`config.mk`:
```
export PLATFORM = sky130hd
export DESIGN_NAME = gmii_tx_framer
export DESIGN_NICKNAME = d
export VERILOG_FILES = /design/src/rtl/mac_pkg.sv /design/src/rtl/crc32_d8_reg.sv /design/src/rtl/gmii_tx_framer.sv
export SDC_FILE = /design/constraint.sdc
export NUM_CORES = 1
export LEC_CHECK = 0
export ABC_AREA = 1
export CORE_UTILIZATION = 25
export CTS_CLUSTER_SIZE = 8
export DETAILED_ROUTE_END_ITERATION = 8
export PLACE_DENSITY = 0.48
export SETUP_SLACK_MARGIN = 0.15
export SLEW_MARGIN = 20
export SYNTH_ARGS = -nofsm -noshare
export SYNTH_HDL_FRONTEND = slang
export SYNTH_HIERARCHICAL = 1
export SYNTH_SLANG_ARGS = --single-unit
```
`constraint.sdc`:
```
create_clock -name CLK -period 3.8 [get_ports CLK]
set_clock_uncertainty 0.2 [all_clocks]
set_input_delay 0.57 -clock CLK [delete_from_list [all_inputs] [get_ports CLK]]
set_output_delay 0.57 -clock CLK [all_outputs]
set_load 0.01 [all_outputs]
```
`src/rtl/mac_pkg.sv`:
```
// Shared definitions for the GMII MAC datapath.
//   tx_state_t : transmit framer states
//   byte/CRC constants used by the TX framer (and a future RX checker)
//   crc32_d8   : one-byte update of a reflected CRC-32 register
package mac_pkg;

    typedef enum logic [2:0] {
        IDLE  = 3'd0,
        PRE   = 3'd1,
        SFD   = 3'd2,
        DATA  = 3'd3,
        PAD   = 3'd4,
        FCS   = 3'd5,
        IFG   = 3'd6,
        DRAIN = 3'd7
    } tx_state_t;

    localparam logic [7:0]  PREAMBLE_BYTE = 8'h55;
    localparam logic [7:0]  SFD_BYTE      = 8'hD5;
    localparam logic [31:0] CRC_INIT      = 32'hFFFF_FFFF;
    localparam logic [31:0] CRC_POLY_REFL = 32'hEDB8_8320;
    localparam logic [31:0] CRC_RESIDUE   = 32'hDEBB_20E3;

    // Reflected CRC-32: bytes enter LSB first, register shifts right.
    function automatic logic [31:0] crc32_d8(input logic [31:0] crc, input logic [7:0] data);
        logic [31:0] c;
        c = crc ^ {24'h00_0000, data};
        for (int i = 0; i < 8; i++) begin
            if (c[0]) begin
                c = {1'b0, c[31:1]} ^ CRC_POLY_REFL;
            end else begin
                c = {1'b0, c[31:1]};
            end
        end
        return c;
    endfunction

endpackage

```
`src/rtl/crc32_d8_reg.sv`:
```
// CRC-32 accumulator register, one byte per enabled cycle.
// Ports:
//   clk  : clock
//   rst  : asynchronous active-high reset (register -> CRC_INIT)
//   init : synchronous reload of CRC_INIT (wins over en)
//   en   : fold data into the register this cycle
//   data : byte to fold in
//   crc  : current (non-inverted) register value
module crc32_d8_reg
    import mac_pkg::*;
(
    input  logic        clk,
    input  logic        rst,
    input  logic        init,
    input  logic        en,
    input  logic [7:0]  data,
    output logic [31:0] crc
);

    logic [31:0] crc_r;

    // CRC state: reload, byte update or hold
    always_ff @(posedge clk or posedge rst) begin
        if (rst) begin
            crc_r <= CRC_INIT;
        end else if (init) begin
            crc_r <= CRC_INIT;
        end else if (en) begin
            crc_r <= crc32_d8(crc_r, data);
        end else begin
            crc_r <= crc_r;
        end
    end

    assign crc = crc_r;

endmodule

```
`src/rtl/gmii_tx_framer.sv`:
```
// GMII transmit framer: preamble/SFD insertion, padding, FCS append, IFG.
// Ports:
//   CLK, RST                      : 125 MHz TX clock, async active-high reset
//   S_TDATA/TVALID/TLAST/TUSER    : frame byte stream in (TUSER = errored byte)
//   S_TREADY                      : byte accepted when S_TVALID & S_TREADY
//   TX_D, TX_EN, TX_ERR           : registered GMII TX pins
//   STAT_FRAME_DONE               : pulse in the first idle cycle after a good frame
//   STAT_UNDERRUN                 : pulse alongside the underrun error byte
// The output registers are loaded from the decision made in the current
// state, so the wire runs one cycle behind the state register: the SFD is on
// TX_D during the first DATA cycle, and the last FCS byte during the first IFG
// cycle.
module gmii_tx_framer
    import mac_pkg::*;
#(
    parameter int PREAMBLE_LEN = 7,
    parameter int MIN_FRAME    = 60,
    parameter int IFG_BYTES    = 12,
    parameter int FCS_EN       = 1
) (
    input  logic       CLK,
    input  logic       RST,
    input  logic [7:0] S_TDATA,
    input  logic       S_TVALID,
    input  logic       S_TLAST,
    input  logic       S_TUSER,
    output logic       S_TREADY,
    output logic [7:0] TX_D,
    output logic       TX_EN,
    output logic       TX_ERR,
    output logic       STAT_FRAME_DONE,
    output logic       STAT_UNDERRUN
);

    localparam logic [16:0] MIN_W    = 17'(MIN_FRAME);
    localparam logic [7:0]  PRE_LAST = 8'(PREAMBLE_LEN - 1);
    localparam logic [7:0]  IFG_LAST = 8'(IFG_BYTES - 1);

    tx_state_t   state_r, state_n;
    logic [7:0]  aux_r, aux_n;          // preamble / FCS / IFG position
    logic [15:0] cnt_r, cnt_n;          // payload+pad byte count, saturating
    logic        abort_r, abort_n;      // current frame ended by underrun
    logic [7:0]  tx_d_r, tx_d_n;
    logic        tx_en_r, tx_en_n;
    logic        tx_err_r, tx_err_n;
    logic        done_r, done_n;
    logic        und_r, und_n;

    logic        crc_init_s, crc_en_s;
    logic [7:0]  crc_data_s;
    logic [31:0] crc_s;
    logic [16:0] cnt_inc_s;             // unsaturated count after this byte
    logic [15:0] cnt_sat_s;
    logic [7:0]  fcs_byte_s;

    crc32_d8_reg u_crc (
        .clk  (CLK),
        .rst  (RST),
        .init (crc_init_s),
        .en   (crc_en_s),
        .data (crc_data_s),
        .crc  (crc_s)
    );

    assign cnt_inc_s = {1'b0, cnt_r} + 17'd1;
    assign cnt_sat_s = (cnt_r == 16'hFFFF) ? cnt_r : cnt_inc_s[15:0];

    // FCS goes out inverted, least significant byte first
    always_comb begin
        case (aux_r[1:0])
            2'd0:    fcs_byte_s = ~crc_s[7:0];
            2'd1:    fcs_byte_s = ~crc_s[15:8];
            2'd2:    fcs_byte_s = ~crc_s[23:16];
            2'd3:    fcs_byte_s = ~crc_s[31:24];
            default: fcs_byte_s = 8'h00;
        endcase
    end

    // Next-state and next-output decode
    always_comb begin
        state_n    = state_r;
        aux_n      = aux_r;
        cnt_n      = cnt_r;
        abort_n    = abort_r;
        tx_d_n     = 8'h00;
        tx_en_n    = 1'b0;
        tx_err_n   = 1'b0;
        und_n      = 1'b0;
        crc_init_s = 1'b0;
        crc_en_s   = 1'b0;
        crc_data_s = 8'h00;
        done_n     = (state_r == IFG) && (aux_r == 8'd0) && !abort_r;

        case (state_r)
            IDLE: begin
                if (S_TVALID) begin
                    tx_d_n  = PREAMBLE_BYTE;
                    tx_en_n = 1'b1;
                    aux_n   = 8'd1;
                    // this cycle already launches the first preamble byte
                    if (PREAMBLE_LEN > 1) begin
                        state_n = PRE;
                    end else begin
                        state_n = SFD;
                    end
                end else begin
                    state_n = IDLE;
                end
            end
            PRE: begin
                tx_d_n  = PREAMBLE_BYTE;
                tx_en_n = 1'b1;
                aux_n   = aux_r + 8'd1;
                if (aux_r == PRE_LAST) begin
                    state_n = SFD;
                end else begin
                    state_n = PRE;
                end
            end
            SFD: begin
                tx_d_n     = SFD_BYTE;
                tx_en_n    = 1'b1;
                crc_init_s = 1'b1;
                cnt_n      = 16'd0;
                abort_n    = 1'b0;
                state_n    = DATA;
            end
            DATA: begin
                if (S_TVALID) begin
                    tx_d_n     = S_TDATA;
                    tx_en_n    = 1'b1;
                    tx_err_n   = S_TUSER;
                    crc_en_s   = 1'b1;
                    crc_data_s = S_TDATA;
                    cnt_n      = cnt_sat_s;
                    if (S_TLAST) begin
                        aux_n = 8'd0;
                        if (cnt_inc_s < MIN_W) begin
                            state_n = PAD;
                        end else if (FCS_EN != 0) begin
                            state_n = FCS;
                        end else begin
                            state_n = IFG;
                        end
                    end else begin
                        state_n = DATA;
                    end
                end else begin
                    // underrun: poison the frame on the wire, then discard the rest
                    tx_en_n  = 1'b1;
                    tx_err_n = 1'b1;
                    und_n    = 1'b1;
                    abort_n  = 1'b1;
                    state_n  = DRAIN;
                end
            end
            PAD: begin
                tx_en_n  = 1'b1;
                crc_en_s = 1'b1;
                cnt_n    = cnt_sat_s;
                if (cnt_inc_s >= MIN_W) begin
                    aux_n = 8'd0;
                    if (FCS_EN != 0) begin
                        state_n = FCS;
                    end else begin
                        state_n = IFG;
                    end
                end else begin
                    state_n = PAD;
                end
            end
            FCS: begin
                tx_d_n  = fcs_byte_s;
                tx_en_n = 1'b1;
                if (aux_r == 8'd3) begin
                    aux_n   = 8'd0;
                    state_n = IFG;
                end else begin
                    aux_n   = aux_r + 8'd1;
                    state_n = FCS;
                end
            end
            IFG: begin
                if (aux_r == IFG_LAST) begin
                    aux_n   = 8'd0;
                    state_n = IDLE;
                end else begin
                    aux_n   = aux_r + 8'd1;
                    state_n = IFG;
                end
            end
            DRAIN: begin
                if (S_TVALID && S_TLAST) begin
                    aux_n   = 8'd0;
                    state_n = IFG;
                end else begin
                    state_n = DRAIN;
                end
            end
            default: begin
                state_n = IDLE;
                aux_n   = 8'd0;
            end
        endcase
    end

    // State, counters and registered GMII/status outputs
    always_ff @(posedge CLK or posedge RST) begin
        if (RST) begin
            state_r  <= IDLE;
            aux_r    <= 8'd0;
            cnt_r    <= 16'd0;
            abort_r  <= 1'b0;
            tx_d_r   <= 8'h00;
            tx_en_r  <= 1'b0;
            tx_err_r <= 1'b0;
            done_r   <= 1'b0;
            und_r    <= 1'b0;
        end else begin
            state_r  <= state_n;
            aux_r    <= aux_n;
            cnt_r    <= cnt_n;
            abort_r  <= abort_n;
            tx_d_r   <= tx_d_n;
            tx_en_r  <= tx_en_n;
            tx_err_r <= tx_err_n;
            done_r   <= done_n;
            und_r    <= und_n;
        end
    end

    assign S_TREADY        = (state_r == DATA) || (state_r == DRAIN);
    assign TX_D            = tx_d_r;
    assign TX_EN           = tx_en_r;
    assign TX_ERR          = tx_err_r;
    assign STAT_FRAME_DONE = done_r;
    assign STAT_UNDERRUN   = und_r;

endmodule

```
# Word-level counts from Yosys, hierarchy flattened
# Cells that the tools add are included.
dict set report totals {
  reg_bits 72
}
dict set report classes {
  reduce_logical 16
  n_mux 60
  n_bitwise 13
  n_lt_le_gt_ge 2
  eq_ne 20
  n_addsub 2
}
# cell n
set op_table {}
lappend op_table {{$mux 32} 24}
lappend op_table {{$not 13->14} 8}
lappend op_table {{$mux 8} 9}
lappend op_table {{$pmux 8 s7} 1}
lappend op_table {{$pmux 16 s3} 1}
lappend op_table {{$pmux 8 s5} 1}
lappend op_table {{$mux 16} 2}
lappend op_table {{$not 8->8} 4}
lappend op_table {{$pmux 8 s4} 1}
lappend op_table {{$xor 32x8->32} 1}
lappend op_table {{$pmux 3 s8} 1}
lappend op_table {{$add 16x1->17 const B} 1}
lappend op_table {{$ge 17x6->1 const B} 1}
lappend op_table {{$lt 17x6->1 const B} 1}
lappend op_table {{$eq 16x16->1 const B} 1}
lappend op_table {{$eq 3x3->1 const B} 4}
lappend op_table {{$ne 2x2->1 const B} 6}
lappend op_table {{$mux 1} 11}
lappend op_table {{$mux 3} 3}
lappend op_table {{$add 8x1->8 const B} 1}
lappend op_table {{$eq 8x2->1 const B} 1}
lappend op_table {{$eq 8x3->1 const B} 1}
lappend op_table {{$eq 8x4->1 const B} 1}
lappend op_table {{$logic_not 8->1} 1}
lappend op_table {{18 further kinds} 27}

# Logic depth before layout (Yosys ltp)
dict set report depth {
  word_depth 35
  mapped_depth 18
  mapped_depth_nobuf 18
}

# Cells and area by module
# The synthesis kept the hierarchy.
# mod cells_each seq_area_each_um2 instances area_each_um2
set by_module_without_submodules {}
lappend by_module_without_submodules {gmii_tx_framer 373 1001.0 1 2650.0}
lappend by_module_without_submodules {crc32_d8_reg 337 840.8 1 2357.3}

# Worst setup path after synthesis
# OpenSTA, ideal clock, no wires.
dict set report synth_path {
  kind {register to register}
  start {reg state_r[2]}
  end {reg u_crc.crc_r[15], in the netlist u_crc/crc[15]}
  n_path_buf 1
  t_arrival_ps 2063
  slack_ps 1462
  path_stages_with_launch 17
  cell_sequence {dfrtp_1 buf_4 nor2_2 inv_1 nor2_1 inv_1 nor2_1 inv_1 nand2_1 nand2_2 nand2_1 nand2_4 xor2_2 nand2_1 nand2_1 o21ai_1 inv_1}
}
dict set report synth_between {
  elab_chain_len 30
  elab_cells_between_ends 36
  cone_classes {eq/ne (3); mux (27); bitwise (5); reduce/logical (1)}
}
# element line
set synth_rtl {}
lappend synth_rtl {{start, declared} gmii_tx_framer.sv:39} ;# tx_state_t state_r, state_n;
lappend synth_rtl {{start signal, assigned} gmii_tx_framer.sv:220} ;# state_r <= state_n;
lappend synth_rtl {{$eq 3x2->1 *} gmii_tx_framer.sv:94} ;# case (state_r)
lappend synth_rtl {{$mux 8 *} gmii_tx_framer.sv:94}
lappend synth_rtl {{named net crc_data_s[1]} gmii_tx_framer.sv:50} ;# logic [7:0] crc_data_s;
lappend synth_rtl {{$xor 32x8->32 *} mac_pkg.sv:27} ;# c = crc ^ {24'h00_0000, data};
lappend synth_rtl {{$mux 32 *} mac_pkg.sv:29} ;# if (c[0]) begin
lappend synth_rtl {{$mux 32 *} crc32_d8_reg.sv:28} ;# end else if (en) begin
lappend synth_rtl {{$mux 32 *} crc32_d8_reg.sv:26} ;# end else if (init) begin
lappend synth_rtl {{$mux 32 *} mac_pkg.sv:29}
lappend synth_rtl {{[15 not listed]} -}
lappend synth_rtl {{$mux 32 *} crc32_d8_reg.sv:26}
lappend synth_rtl {{$mux 32 *} mac_pkg.sv:29}
lappend synth_rtl {{$mux 32 *} crc32_d8_reg.sv:28}
lappend synth_rtl {{$mux 32 *} crc32_d8_reg.sv:26}
lappend synth_rtl {{$not 13->14 (no source line)} -}
lappend synth_rtl {{$mux 32 *} mac_pkg.sv:29}
lappend synth_rtl {{$mux 32 *} crc32_d8_reg.sv:28}
lappend synth_rtl {{$mux 32 *} crc32_d8_reg.sv:26}
lappend synth_rtl {{end signal, assigned} crc32_d8_reg.sv:29} ;# crc_r <= crc32_d8(crc_r, data);
lappend synth_rtl {{end signal, assigned} crc32_d8_reg.sv:31} ;# crc_r <= crc_r;
lappend synth_rtl {{end, declared} crc32_d8_reg.sv:20} ;# logic [31:0] crc_r;
# The timed path passes the listed nets; every way through them passes the cells marked *. The select of a mux whose other input is x is not followed.
# A chain may end at the register's enable or synchronous reset.

# Worst setup path after layout
dict set report layout_path {
  start {in S_TVALID}
  end {reg u_crc.crc_r[23], in the netlist u_crc/crc[23]}
}
dict set report layout_between {
  elab_cells_between_ends 36
  cone_classes {mux (28); bitwise (7); reduce/logical (1)}
}
# element line
set layout_lines {}
lappend layout_lines {{start, declared} gmii_tx_framer.sv:24} ;# input logic S_TVALID,
lappend layout_lines {{$mux 8 *} gmii_tx_framer.sv:129} ;# if (S_TVALID) begin
lappend layout_lines {{$mux 8 *} gmii_tx_framer.sv:94}
lappend layout_lines {{named net crc_data_s[1]} gmii_tx_framer.sv:50}
lappend layout_lines {{$xor 32x8->32 *} mac_pkg.sv:27}
lappend layout_lines {{$mux 32 *} mac_pkg.sv:29}
lappend layout_lines {{$mux 32 *} crc32_d8_reg.sv:28}
lappend layout_lines {{$mux 32 *} crc32_d8_reg.sv:26}
lappend layout_lines {{$mux 32 *} mac_pkg.sv:29}
lappend layout_lines {{[16 not listed]} -}
lappend layout_lines {{$not 13->14 (no source line)} -}
lappend layout_lines {{$mux 32 *} mac_pkg.sv:29}
lappend layout_lines {{$mux 32 *} crc32_d8_reg.sv:28}
lappend layout_lines {{$mux 32 *} crc32_d8_reg.sv:26}
lappend layout_lines {{$not 13->14 (no source line)} -}
lappend layout_lines {{$mux 32 *} mac_pkg.sv:29}
lappend layout_lines {{$mux 32 *} crc32_d8_reg.sv:28}
lappend layout_lines {{$mux 32 *} crc32_d8_reg.sv:26}
# Marked as above.

==> report_table.html <==
<table>
<tr><th>Metric</th><th>Value</th></tr>
<tr><th colspan="2">Worst setup path</th></tr>
<tr><td>CP Cell Sequence</td><td>clkdlybuf4s50_1 &gt; inv_1 &gt; nor2_1 &gt; inv_1 &gt; nor2_1 &gt; inv_1 &gt; nand2_1 &gt; nand2_2 &gt; nand2_2 &gt; nand2_4 &gt; inv_2 &gt; nand2_1 &gt; nand2_2 &gt; nor2_1 &gt; nand2_1 &gt; nand3_1 &gt; nand2_1</td></tr>
<tr><td>Worst path depth</td><td>17</td></tr>
<tr><td>Max incr delay on CP</td><td>a little under 0.6 ns</td></tr>
<tr><td>Worst reg2reg setup slack</td><td>0.90 ns</td></tr>
<tr><td>CP delay by family, top</td><td>simple AND/OR/NAND/NOR gates</td></tr>
<tr><td>Type of destination of the critical path</td><td>flop</td></tr>
<tr><td>Worst reg2reg endpoint</td><td>u_crc/crc[23]</td></tr>
<tr><td>Cell with the largest stage delay on the worst path</td><td>sky130_fd_sc_hd__clkdlybuf4s50_1</td></tr>
<tr><td>Buf+Inv Stages, Crit Path</td><td>5</td></tr>
<tr><td>Start point of the critical path</td><td>S_TVALID</td></tr>
<tr><td>Endpoint arrival time on the critical path</td><td>roughly 3.1 ns</td></tr>
<tr><td>Worst reg2reg path depth</td><td>17</td></tr>
<tr><td>CP Launch Type</td><td>input port</td></tr>
<tr><td>Highest fanout seen on the critical path</td><td>7</td></tr>
<tr><td>Class of the most critical setup path</td><td>in -&gt; reg</td></tr>
<tr><td>CP most frequent cell</td><td>sky130_fd_sc_hd__nand2_1</td></tr>
<tr><td>Data required time at the worst endpoint</td><td>3.89 ns</td></tr>
<tr><td>Worst reg2reg path startpoint</td><td>state_r[2]</td></tr>
<tr><td>Last element of the critical path</td><td>u_crc/crc[23]</td></tr>
<tr><th colspan="2">Clock tree</th></tr>
<tr><td>Total of cells resized after clock tree synthesis</td><td>0</td></tr>
<tr><td>CTS tree</td><td>done</td></tr>
<tr><td>Max Root-Sink Buffers</td><td>2</td></tr>
<tr><td>CTS Buf Count</td><td>9</td></tr>
<tr><td>Post-CTS Repair Setup Buffers</td><td>0</td></tr>
<tr><td>Clk Latency, worst-skew pair</td><td>roughly 0.35 ns</td></tr>
<tr><td>Root cell of the clock tree</td><td>sky130_fd_sc_hd__clkbuf_16</td></tr>
<tr><td>Number of levels in the clock H-tree</td><td>3</td></tr>
<tr><td>Hold buffer count at cts</td><td>0</td></tr>
<tr><td>Clock transition at the registers of the reported paths</td><td>approximately 0.06 ns</td></tr>
<tr><td>Number of sinks on the clock net</td><td>slightly above 70</td></tr>
<tr><th colspan="2">STA</th></tr>
<tr><td>Post-route fraction of the period consumed by the critical path</td><td>78.7%</td></tr>
<tr><td>Final count of negative-setup-slack endpoints</td><td>0</td></tr>
<tr><td>Worst slew margin</td><td>41.8%</td></tr>
<tr><td>Number of pins exceeding their max-slew limit in the final report</td><td>0</td></tr>
<tr><td>Peak Freq</td><td>~330 MHz</td></tr>
<tr><td>Number of hold violations in the final report</td><td>0</td></tr>
<tr><td>Minimum clock period</td><td>2.99 ns</td></tr>
<tr><td>Transition time at the pin with the least slew margin</td><td>slightly below 0.9 ns</td></tr>
<tr><td>Unrepaired setup endpoints after global routing</td><td>false</td></tr>
<tr><td>Total Negative Setup Slacks</td><td>0 ns</td></tr>
<tr><th colspan="2">Detailed routing</th></tr>
<tr><td>Initial DRT Pass Iterations</td><td>7</td></tr>
<tr><td>Detail-routed net length per standard cell</td><td>about 14 um</td></tr>
<tr><td>Vias per std cell</td><td>roughly 4.4</td></tr>
<tr><td>Iteration-0 DRC Markers</td><td>about 250</td></tr>
<tr><td>Top routing layer in use</td><td>met4</td></tr>
<tr><td>Drc violations</td><td>0</td></tr>
<tr><td>Remaining antenna violation count after routing</td><td>0</td></tr>
<tr><td>Routed metal-1 wire length</td><td>roughly 6800 um</td></tr>
<tr><td>Sum of routed wire length over all layers</td><td>14,200 um</td></tr>
<tr><td>Met3 wire len</td><td>between 500 and 600 um</td></tr>
<tr><td>Detailed-route via count</td><td>around 4,500</td></tr>
<tr><td>Routed wire length on met2</td><td>around 6600 um</td></tr>
<tr><th colspan="2">Power and ir drop</th></tr>
<tr><td>P per Cell Area</td><td>929 nW/um^2</td></tr>
<tr><td>Leakage power of the design</td><td>2.83 nW</td></tr>
<tr><td>IR drop worst, VDD</td><td>approximately 0.00023 V</td></tr>
<tr><th colspan="2">Logic synthesis</th></tr>
<tr><td>Leading register cell type out of synthesis</td><td>sky130_fd_sc_hd__dfrtp_1</td></tr>
<tr><td>Portion of the post-synthesis area used by sequential elements</td><td>a little under two fifths</td></tr>
<tr><td>Most instantiated cells after synthesis</td><td>sky130_fd_sc_hd__nand2_1 (201), sky130_fd_sc_hd__inv_1 (109), sky130_fd_sc_hd__nor2_1 (48)</td></tr>
<tr><td>Fraction of the mapped netlist area in compound gates</td><td>11.2%</td></tr>
<tr><td>Number of enable flip-flop cells after synthesis</td><td>0</td></tr>
<tr><td>Yosys warning total</td><td>6</td></tr>
<tr><td>Async set-reset flop share out of synthesis</td><td>between 90% and 100%</td></tr>
<tr><td>Synthesized cell area</td><td>~5000 um^2</td></tr>
<tr><td>Area share of the leading cell type in the synthesized netlist</td><td>between 15 and 20%</td></tr>
<tr><td>Synth Register Bits</td><td>between 70 and 80</td></tr>
<tr><td>Share of cell area taken by muxes after synthesis</td><td>0%</td></tr>
<tr><td>Synthesized instance count</td><td>710</td></tr>
<tr><td>Most repeated cell in the gate-level netlist after synthesis</td><td>sky130_fd_sc_hd__nand2_1</td></tr>
<tr><td>Largest family of logic cells by synthesized area</td><td>simple AND/OR/NAND/NOR gates</td></tr>
<tr><td>Simple-gate portion of the synthesized area</td><td>33.4%</td></tr>
<tr><td>Xor/xnor share of the synthesized area</td><td>6.25%</td></tr>
<tr><td>Syn_nets</td><td>between 700 and 800</td></tr>
<tr><td>Number of unique standard cell types used by synthesis</td><td>40</td></tr>
<tr><td>Synth area leaders</td><td>sky130_fd_sc_hd__dfrtp_1 (20%), sky130_fd_sc_hd__dfstp_2 (17%), sky130_fd_sc_hd__nand2_1 (15%), sky130_fd_sc_hd__inv_1 (8.2%), sky130_fd_sc_hd__nand3_1 (4.6%)</td></tr>
<tr><td>Cell type with the highest aggregate area in the netlist</td><td>sky130_fd_sc_hd__dfrtp_1</td></tr>
<tr><td>Adder-cell share of the synthesized area</td><td>under 10%</td></tr>
<tr><td>Average size of a mapped cell</td><td>between 7 and 8 um^2</td></tr>
<tr><th colspan="2">Global routing</th></tr>
<tr><td>Global-route usage over all layers</td><td>about 15%</td></tr>
<tr><td>Largest net degree at the start of global routing</td><td>a little over 40</td></tr>
<tr><td>Wire length of the first global-routing pass</td><td>23,000 um</td></tr>
<tr><td>Number of antenna violations at the first check in global routing</td><td>0</td></tr>
<tr><td>Global-route congestion overflow total</td><td>0</td></tr>
<tr><td>Number of global-route vias before repair</td><td>about 4,300</td></tr>
<tr><th colspan="2">Die</th></tr>
<tr><td>Starting density of the core</td><td>approximately a quarter</td></tr>
<tr><td>Boundary Pins</td><td>26</td></tr>
<tr><td>Y dimension of the die</td><td>between 100 and 150 um</td></tr>
<tr><td>Floorplan die width</td><td>144 um</td></tr>
<tr><td>Area inside the core boundary</td><td>approximately 20,000 um^2</td></tr>
<tr><td>Die footprint</td><td>~20,000 um^2</td></tr>
<tr><td>Rows</td><td>slightly above 50</td></tr>
<tr><th colspan="2">Worst hold path</th></tr>
<tr><td>Hold/Removal Path Class</td><td>reg -&gt; reg</td></tr>
<tr><td>Min-Delay Startpoint</td><td>u_crc/crc[8]</td></tr>
<tr><th colspan="2">Layout</th></tr>
<tr><td>Layout Nets</td><td>between 700 and 800</td></tr>
<tr><td>Total non-filler cell area in the finished layout</td><td>5880 um^2</td></tr>
<tr><td>Final cell count without fillers</td><td>between 1,000 and 1,500</td></tr>
<tr><td>Diodes inserted</td><td>0</td></tr>
<tr><td>Number of inserted filler cells in the final layout</td><td>between 2,000 and 2,500</td></tr>
<tr><td>Area occupied by multi-input gates</td><td>2640 um^2</td></tr>
<tr><td>Layout cells sized above 1</td><td>roughly 16%</td></tr>
<tr><td>Area of all sequential standard cells</td><td>~1800 um^2</td></tr>
<tr><td>Area added between synthesis and finish</td><td>17.4%</td></tr>
<tr><th colspan="2">Placed design</th></tr>
<tr><td>Total of buffers placed on input and output ports</td><td>25</td></tr>
<tr><td>Gp weighted congestion</td><td>between 0.8 and 0.9</td></tr>
<tr><td>Inst Count DP</td><td>995</td></tr>
<tr><td>Cell area reported after detailed placement</td><td>5570 um^2</td></tr>
<tr><td>Hpwl dp</td><td>about 11,000 um</td></tr>
<tr><th colspan="2">Outcome</th></tr>
<tr><td>Status</td><td>finished, final reports clean</td></tr>
<tr><th colspan="2">Run</th></tr>
<tr><td>Maxcap violations</td><td>0</td></tr>
</table>
-- state kept, by name, indices dropped and copies added (netlist names) --
signal           flops
u_crc/crc           32
cnt_r               16
TX_D                 8
aux_r                8
state_r              3
STAT_FRAME_DONE      1
STAT_UNDERRUN        1
TX_EN                1
TX_ERR               1
abort_r              1
-- per-layer routing --
metal,vias up,global-route usage [%]
met4,0,4.87
met5,-,0
met1,2075,19.0
met2,70,24.3
li1,2310,-
met3,20,3.37
-- cells in the final DEF, fill, tap and decap left out, types with 13 or more instances in the layout --
master / n
sky130_fd_sc_hd__nand4_1: 13
sky130_fd_sc_hd__o22ai_1: 34
sky130_fd_sc_hd__nand2_2: 20
sky130_fd_sc_hd__inv_2: 13
sky130_fd_sc_hd__xor2_1: 26
sky130_fd_sc_hd__o21ai_0: 35
sky130_fd_sc_hd__dfstp_2: 32
sky130_fd_sc_hd__inv_1: 108
sky130_fd_sc_hd__a21oi_1: 14
sky130_fd_sc_hd__nor2_1: 48
sky130_fd_sc_hd__clkdlybuf4s50_1: 25
sky130_fd_sc_hd__nand3_1: 46
sky130_fd_sc_hd__nand2_1: 201
sky130_fd_sc_hd__dfrtp_1: 40
-- worst min-delay path: cells and delay by family, from the launching register on --
| family | cells | cell delay [ns] |
|---|---|---|
| flip-flops | 1 | 0.38 |
| AND/OR/NAND/NOR | 2 | 0.11 |
-- cell type report --
cell class | count | share of cell area, %
clock buffer | 9 | 3.83
clock inverter | 7 | 1.34
inverter | 125 | 7.98
multi-input combinational | 502 | 44.8
sequential | 72 | 31.3
tap | 265 | 5.64
timing repair buffer | 31 | 5.02
-- through the flow --
| stage | util (%) | hold slack (ns) | worst slack [ns] | total power, mW |
|---|---|---|---|---|
| CTS | 30.1 | 0.290 | 0.843 | 5.50 |
| global route | 30.1 | 0.307 | 0.473 | 5.96 |
| floorplan | - | 0.260 | 1.46 | 3.76 |
| detailed placement | 28.5 | 0.278 | 0.495 | 4.58 |
| global placement | 28.5 | 0.282 | 0.525 | 4.60 |
| finish | 30.1 | 0.286 | 0.811 | 5.46 |
-- report_power, final --
group / internal, mW / switching (mW)
Sequential: 1.20 / 0.271
Clock: 0.515 / 0.364
Combinational: 1.06 / 2.06
Total: 2.77 / 2.69
-- cells by family (layout without fill, tap and decap cells) --
kind of cell / count (synthesis) / count (layout)
simple gates: 363 / 363
buf+inv: 136 / 172
compound gates: 98 / 98
flops: 72 / 72
xor+xnor: 34 / 34
fa+ha+maj: 7 / 7
-- how the worst min path moves through the flow --
stage	to	slack, ns	cells past startpoint
2_1_floorplan	u_crc/crc[8]	0.26	2
3_3_place_gp	u_crc/crc[8]	0.28	2
3_5_place_dp	u_crc/crc[8]	0.28	2
4_1_cts	u_crc/crc[8]	0.29	2
5_1_grt	u_crc/crc[8]	0.31	2
6_report	u_crc/crc[8]	0.29	2
No activity file was read; power rests on OpenSTA's default activity.
